[config.mk]
export PLATFORM = sky130hd
export DESIGN_NAME = rf_bypass_sb
export DESIGN_NICKNAME = d
export VERILOG_FILES = /design/src/rtl/rf_pkg.sv /design/src/rtl/rf_read_port.sv /design/src/rtl/rf_bypass_sb.sv
export SDC_FILE = /design/constraint.sdc
export NUM_CORES = 1
export LEC_CHECK = 0
export ABC_AREA = 1
export CAP_MARGIN = 20
export CORE_MARGIN = 8
export CORE_UTILIZATION = 59
export DETAILED_ROUTE_END_ITERATION = 8
export PLACE_DENSITY_LB_ADDON = 0.08
export SYNTH_ARGS = -nofsm -noshare
export SYNTH_HDL_FRONTEND = slang
export SYNTH_SLANG_ARGS = --single-unit
[constraint.sdc]
create_clock -name clk_i -period 3.8 [get_ports clk_i]
set_input_delay 0.76 -clock clk_i [delete_from_list [all_inputs] [get_ports clk_i]]
set_output_delay 0.76 -clock clk_i [all_outputs]
set_load 0.05 [all_outputs]
[src/rtl/rf_pkg.sv]
// rf_pkg: default geometry and select-legality helper shared by the bypass
// register file and its read ports.
package rf_pkg;
   localparam int DATA_W_DEF   = 16;
   localparam int NUM_REGS_DEF = 8;
   localparam int SEL_W_DEF    = 3;
   function automatic logic sel_legal(input int unsigned sel, input int unsigned num_regs,
                                      input bit zero_reg);
      return sel < num_regs && !(zero_reg && sel == 0);
   endfunction
endpackage

[src/rtl/rf_read_port.sv]
// rf_read_port: one read port -- select mux, range/hard-zero masking,
// same-cycle write forwarding and scoreboard busy flag.
module rf_read_port import rf_pkg::*; #(
   parameter int DATA_W   = DATA_W_DEF,
   parameter int NUM_REGS = NUM_REGS_DEF,
   parameter int SEL_W    = SEL_W_DEF,
   parameter bit ZERO_REG = 1'b0,
   parameter bit BYPASS   = 1'b1
) (
   input  logic [SEL_W-1:0]  sel_i,
   input  logic [DATA_W-1:0] regs_i [NUM_REGS],
   input  logic              pend_i [NUM_REGS],
   input  logic              wr_legal_i,
   input  logic [SEL_W-1:0]  wr_sel_i,
   input  logic [DATA_W-1:0] wr_data_i,
   input  logic              alloc_legal_i,
   input  logic [SEL_W-1:0]  alloc_sel_i,
   output logic [DATA_W-1:0] data_o,
   output logic              busy_o
);
   logic [DATA_W-1:0] reg_val;
   logic              pend, legal, fwd, alloc_same;
   always_comb begin
      reg_val = '0;
      pend    = 1'b0;
      for (int i = 0; i < NUM_REGS; i++)
         if (sel_i == SEL_W'(i)) begin
            reg_val = regs_i[i];
            pend    = pend_i[i];
         end
   end
   assign legal      = sel_legal(32'(sel_i), NUM_REGS, ZERO_REG);
   assign fwd        = BYPASS && wr_legal_i && wr_sel_i == sel_i;
   assign alloc_same = alloc_legal_i && alloc_sel_i == sel_i;
   assign data_o     = !legal ? '0 : fwd ? wr_data_i : reg_val;
   // a writeback only hides the hazard when no new producer claims the register
   assign busy_o     = legal && pend && !(fwd && !alloc_same);
endmodule

[src/rtl/rf_bypass_sb.sv]
// rf_bypass_sb: parametrised 2R/1W register file with write-to-read bypass,
// pending-write scoreboard for hazard detection and sticky access error.
module rf_bypass_sb import rf_pkg::*; #(
   parameter int DATA_W   = DATA_W_DEF,
   parameter int NUM_REGS = NUM_REGS_DEF,
   parameter int SEL_W    = SEL_W_DEF,
   parameter bit ZERO_REG = 1'b0,
   parameter bit BYPASS   = 1'b1
) (
   input  logic              clk_i,
   input  logic              rst_ni,
   input  logic [SEL_W-1:0]  read1regsel_i,
   input  logic [SEL_W-1:0]  read2regsel_i,
   input  logic [SEL_W-1:0]  writeregsel_i,
   input  logic [DATA_W-1:0] writedata_i,
   input  logic              write_i,
   input  logic              alloc_i,
   input  logic [SEL_W-1:0]  allocregsel_i,
   output logic [DATA_W-1:0] read1data_o,
   output logic [DATA_W-1:0] read2data_o,
   output logic              read1busy_o,
   output logic              read2busy_o,
   output logic              err_o,
   output logic              err_sticky_o
);
   logic [DATA_W-1:0] regs_q [NUM_REGS];
   logic [DATA_W-1:0] regs_d [NUM_REGS];
   logic              pend_q [NUM_REGS];
   logic              pend_d [NUM_REGS];
   logic              wr_legal, alloc_legal, alloc_pend, err_sticky_q;
   // qualifying with reset keeps bypass, busy and err quiet while rst_ni is low
   assign wr_legal    = rst_ni && write_i && sel_legal(32'(writeregsel_i), NUM_REGS, ZERO_REG);
   assign alloc_legal = rst_ni && alloc_i && sel_legal(32'(allocregsel_i), NUM_REGS, ZERO_REG);
   always_comb begin
      alloc_pend = 1'b0;
      for (int i = 0; i < NUM_REGS; i++)
         if (allocregsel_i == SEL_W'(i)) alloc_pend = pend_q[i];
   end
   assign err_o = rst_ni && ((write_i && 32'(writeregsel_i) >= NUM_REGS) ||
                             (alloc_i && 32'(allocregsel_i) >= NUM_REGS) ||
                             (alloc_legal && alloc_pend &&
                              !(wr_legal && writeregsel_i == allocregsel_i)));
   for (genvar r = 0; r < NUM_REGS; r++) begin : g_reg
      logic wr_hit, al_hit;
      assign wr_hit    = wr_legal && writeregsel_i == SEL_W'(r);
      assign al_hit    = alloc_legal && allocregsel_i == SEL_W'(r);
      assign regs_d[r] = wr_hit ? writedata_i : regs_q[r];
      assign pend_d[r] = al_hit || (pend_q[r] && !wr_hit);
      always_ff @(posedge clk_i or negedge rst_ni)
         if (!rst_ni) begin
            regs_q[r] <= '0;
            pend_q[r] <= 1'b0;
         end else begin
            regs_q[r] <= regs_d[r];
            pend_q[r] <= pend_d[r];
         end
   end
   always_ff @(posedge clk_i or negedge rst_ni)
      if (!rst_ni) err_sticky_q <= 1'b0;
      else         err_sticky_q <= err_sticky_q | err_o;
   assign err_sticky_o = err_sticky_q;
   rf_read_port #(.DATA_W(DATA_W), .NUM_REGS(NUM_REGS), .SEL_W(SEL_W),
                  .ZERO_REG(ZERO_REG), .BYPASS(BYPASS)) u_rd1 (
      .sel_i(read1regsel_i), .regs_i(regs_q), .pend_i(pend_q),
      .wr_legal_i(wr_legal), .wr_sel_i(writeregsel_i), .wr_data_i(writedata_i),
      .alloc_legal_i(alloc_legal), .alloc_sel_i(allocregsel_i),
      .data_o(read1data_o), .busy_o(read1busy_o));
   rf_read_port #(.DATA_W(DATA_W), .NUM_REGS(NUM_REGS), .SEL_W(SEL_W),
                  .ZERO_REG(ZERO_REG), .BYPASS(BYPASS)) u_rd2 (
      .sel_i(read2regsel_i), .regs_i(regs_q), .pend_i(pend_q),
      .wr_legal_i(wr_legal), .wr_sel_i(writeregsel_i), .wr_data_i(writedata_i),
      .alloc_legal_i(alloc_legal), .alloc_sel_i(allocregsel_i),
      .data_o(read2data_o), .busy_o(read2busy_o));
endmodule

==> report_table.html <==
<table>
<tr><th>Metric</th><th>Value</th></tr>
<tr><th colspan="2">Outcome</th></tr>
<tr><td>Run status</td><td>complete, no violations</td></tr>
<tr><th colspan="2">Synthesis</th></tr>
<tr><td>Number of storage elements in the synthesis netlist</td><td>137</td></tr>
<tr><td>Post-Syn Area per Cell</td><td>6.87 µm²</td></tr>
<tr><td>Distinct cell type count of the synthesized netlist</td><td>29</td></tr>
<tr><td>Cell count after synthesis</td><td>1162</td></tr>
<tr><td>Count of synthesis-stage warnings from yosys</td><td>0</td></tr>
<tr><td>Post-Syn Nets</td><td>1194</td></tr>
<tr><td>Combined area of all synthesized cells</td><td>7980 µm²</td></tr>
<tr><td>Flip-flop cell with the highest count after synthesis</td><td>dfrtp_1</td></tr>
<tr><td>Part of the Yosys area used for sequential elements</td><td>43.0%</td></tr>
<tr><td>Number of enable flip-flop cells after synthesis</td><td>0</td></tr>
<tr><td>Fraction of registers with async set/reset</td><td>100%</td></tr>
<tr><th colspan="2">Placement</th></tr>
<tr><td>Cell Count Post-Placement</td><td>1383</td></tr>
<tr><td>Area after DPL</td><td>9340 µm²</td></tr>
<tr><td>Final GP Congestion</td><td>0.936</td></tr>
<tr><td>IO buf count</td><td>67</td></tr>
<tr><td>Half-perimeter wire length after placement</td><td>18400 µm</td></tr>
<tr><th colspan="2">Clocking</th></tr>
<tr><td>Clock network latency to the later pin of the worst-skew pair</td><td>0.43 ns</td></tr>
<tr><td>Clock Root Buffer</td><td>clkbuf_16</td></tr>
<tr><td>Clock tree from TritonCTS</td><td>built</td></tr>
<tr><td>TritonCTS sink count</td><td>137</td></tr>
<tr><td>Clk pin slew, worst setup/hold paths</td><td>0.06 ns</td></tr>
<tr><td>Number of buffers inserted by post-CTS setup repair</td><td>0</td></tr>
<tr><td>Total clock buffers created by CTS</td><td>17</td></tr>
<tr><td>Worst-case clock buffer depth</td><td>2</td></tr>
<tr><td>Number of H-tree branching levels</td><td>4</td></tr>
<tr><th colspan="2">Detailed routing</th></tr>
<tr><td>Drt wl/cell</td><td>20.0 µm</td></tr>
<tr><td>Detailed-route wire length</td><td>28300 µm</td></tr>
<tr><td>Initial DRT Pass Iterations</td><td>5</td></tr>
<tr><td>Number of nets with antenna violations after detailed routing</td><td>0</td></tr>
<tr><td>Number of design rule violations left after detail routing</td><td>0</td></tr>
<tr><td>Per-cell via count in the routed design</td><td>6.15</td></tr>
<tr><td>Number of DRC markers in iteration 0</td><td>1028</td></tr>
<tr><td>Routed vias</td><td>8700</td></tr>
<tr><th colspan="2">STA</th></tr>
<tr><td>Total setup violations reported at the end of the flow</td><td>0</td></tr>
<tr><td>Worst-margin pin slew</td><td>1.06 ns</td></tr>
<tr><td>Achievable frequency</td><td>271 MHz</td></tr>
<tr><td>Final period utilization</td><td>97.0%</td></tr>
<tr><td>Total count of max-transition violations in the final report</td><td>0</td></tr>
<tr><td>Setup Skew</td><td>0.00149 ns</td></tr>
<tr><td>Unrepaired setup endpoints after global routing</td><td>false</td></tr>
<tr><td>Min Tclk post-route</td><td>3.69 ns</td></tr>
<tr><td>Worst hold slack</td><td>0.420 ns</td></tr>
<tr><td>Final hold violation count</td><td>0</td></tr>
<tr><td>Accumulated negative setup slack</td><td>0 ns</td></tr>
<tr><td>Max-Slew Margin vs Limit</td><td>29.2%</td></tr>
<tr><th colspan="2">Critical path</th></tr>
<tr><td>Nature of the critical path startpoint</td><td>input port</td></tr>
<tr><td>Crit. End Element</td><td>primary output</td></tr>
<tr><td>Critical Path RT</td><td>3.04 ns</td></tr>
<tr><td>Logic depth of the worst register-to-register path</td><td>6</td></tr>
<tr><td>Worst endpoint data arrival time</td><td>2.93 ns</td></tr>
<tr><td>Worst setup slack for register-to-register paths</td><td>2.76 ns</td></tr>
<tr><td>Critical setup path kind</td><td>in2out</td></tr>
<tr><td>Critical-path maximum fanout</td><td>13</td></tr>
<tr><th colspan="2">Power</th></tr>
<tr><td>Cell Pwr Density</td><td>524 nW/µm²</td></tr>
<tr><td>Cell leakage power</td><td>4.75 nW</td></tr>
<tr><td>Maximum vdd ir drop</td><td>0.358 mV</td></tr>
<tr><th colspan="2">GRT</th></tr>
<tr><td>Total global routing overflow</td><td>0</td></tr>
<tr><td>Wire length of the first global-routing pass</td><td>45100 µm</td></tr>
<tr><td>Pin count of the biggest net entering global routing</td><td>138</td></tr>
<tr><td>GRT Util Overall</td><td>32.6%</td></tr>
<tr><td>Initial antenna violation count</td><td>0</td></tr>
<tr><td>Via count of the first global-routing pass</td><td>8542</td></tr>
<tr><th colspan="2">Layout</th></tr>
<tr><td>Final core utilization</td><td>75.4%</td></tr>
<tr><td>Total number of nets in the final design</td><td>1258</td></tr>
<tr><td>Area growth syn-to-layout</td><td>25.1%</td></tr>
<tr><td>Number of standard cells in the final layout excluding fillers</td><td>1415</td></tr>
<tr><td>Most frequent cells in the layout</td><td>nand2_1, nor2_1, dfrtp_1</td></tr>
<tr><td>Proportion of layout cells with a drive suffix above 1</td><td>11.2%</td></tr>
<tr><td>Commonest non-fill, non-tap cell in the layout</td><td>nand2_1</td></tr>
<tr><td>Number of fillers in the final layout</td><td>1036</td></tr>
<tr><td>Diodes inserted</td><td>0</td></tr>
<tr><td>Design Area, Final</td><td>9980 µm²</td></tr>
<tr><th colspan="2">Floorplanning</th></tr>
<tr><td>Core area</td><td>13200 µm²</td></tr>
<tr><td>Overall die width</td><td>132 µm</td></tr>
<tr><td>Initial standard-cell utilization of the core</td><td>60.3%</td></tr>
<tr><td>Total Die Area</td><td>17500 µm²</td></tr>
<tr><td>Die outline height</td><td>132 µm</td></tr>
<tr><td>Number of placed I/O pins</td><td>68</td></tr>
<tr><td>Number of rows created at floorplan</td><td>42</td></tr>
<tr><th colspan="2">Run</th></tr>
<tr><td>Max-cap violations</td><td>0</td></tr>
<tr><th colspan="2">Worst hold path</th></tr>
<tr><td>HP Class</td><td>in2async</td></tr>
</table>
## cell families (layout without fill, tap and decap cells)
| group | Yosys count | in the layout | synth area share, % |
|---|---|---|---|
| and+or+nand+nor | 665 | 665 | 35.7 |
| AOI/OAI and AO/OA | 194 | 194 | 12.5 |
| DFF | 137 | 137 | 43.0 |
| xor gates and xnor gates | 4 | 4 | 0.439 |
| buffers and inverters | 162 | 239 | 8.36 |
## cells in the mapped netlist, types with 5 or more instances
cell type,number,area share (%)
nand2_1,349,16
nor2_1,152,7.1
dfrtp_1,137,43
o21ai_0,132,8.3
inv_1,80,3.8
nand4_1,80,6.3
nand3_1,69,4.3
a21oi_1,50,3.1
buf_2,32,2.0
clkbuf_1,29,1.4
inv_2,8,0.38
buf_1,6,0.28
nor3_2,6,0.75
buf_4,5,0.47
nor3_1,5,0.31
## flip-flops by register name (all words and copies together) (netlist names)
name and count:
regs_q 128, pend_q 8, err_sticky_o 1
## routing by layer
| layer | GRT usage [%] | vias up | wire, µm |
|---|---|---|---|
| li1 | - | 3935 | - |
| met1 | 39.8 | 4025 | 10700 |
| met2 | 51.8 | 602 | 12900 |
| met3 | 8.04 | 138 | 3130 |
| met4 | 18.5 | 0 | 1540 |
| met5 | 0 | - | 0 |
## power breakdown
| part | leakage (nW) | internal [mW] | switching, mW | total, mW |
|---|---|---|---|---|
| Sequential | 1.71 | 1.77 | 0.262 | 2.03 |
| Combinational | 2.74 | 0.564 | 0.850 | 1.41 |
| Clock | 0.305 | 1.12 | 0.665 | 1.79 |
| Total | 4.75 | 3.45 | 1.78 | 5.23 |
## final cells by class
type | count | area [µm²] | share of cell area [%]
clock buffers | 19 | 443 | 4.44
repair buffers | 117 | 1460 | 14.6
multi-input cells | 863 | 3900 | 39.1
well taps | 176 | 220 | 2.21
flip-flops and latches | 137 | 3430 | 34.3
clock inverters | 13 | 189 | 1.89
inverters | 90 | 344 | 3.45
## per-stage QoR
| stage | total power, mW | setup WS [ns] |
|---|---|---|
| floorplan | 2.76 | 0.635 |
| global placement | 3.40 | 0.169 |
| detailed placement | 3.43 | 0.158 |
| CTS | 5.21 | 0.152 |
| global route | 5.44 | 0.00933 |
| finish | 5.23 | 0.114 |
## final timing paths
kind | start | end
max | read1regsel_i[2] | read1data_o[7]
min | rst_ni | err_sticky_o$_DFF_PN0_
max reg2reg | pend_q[7]$_DFF_PN0_ | err_sticky_o$_DFF_PN0_
min reg2reg | err_sticky_o$_DFF_PN0_ | err_sticky_o$_DFF_PN0_
max in group asynchronous | rst_ni | regs_q[65]$_DFFE_PN0P_
min in group clk_i | err_sticky_o$_DFF_PN0_ | err_sticky_o$_DFF_PN0_
## critical path: stages
cell and delay [ns]:
clkdlybuf4s50_1 0.62, buf_4 0.23, nor3_2 0.06, inv_1 0.52, nor2_1 0.10, nor2_1 0.14
nand4_1 0.09, nand2_1 0.07, nand2_1 0.14, buf_12 0.19
## what timing repair did
action,4_1_cts,5_1_grt
hold buffers,0,0
setup endpoints to repair,0,15
resized for setup,0,4
Power figures use the tool's default switching activity.
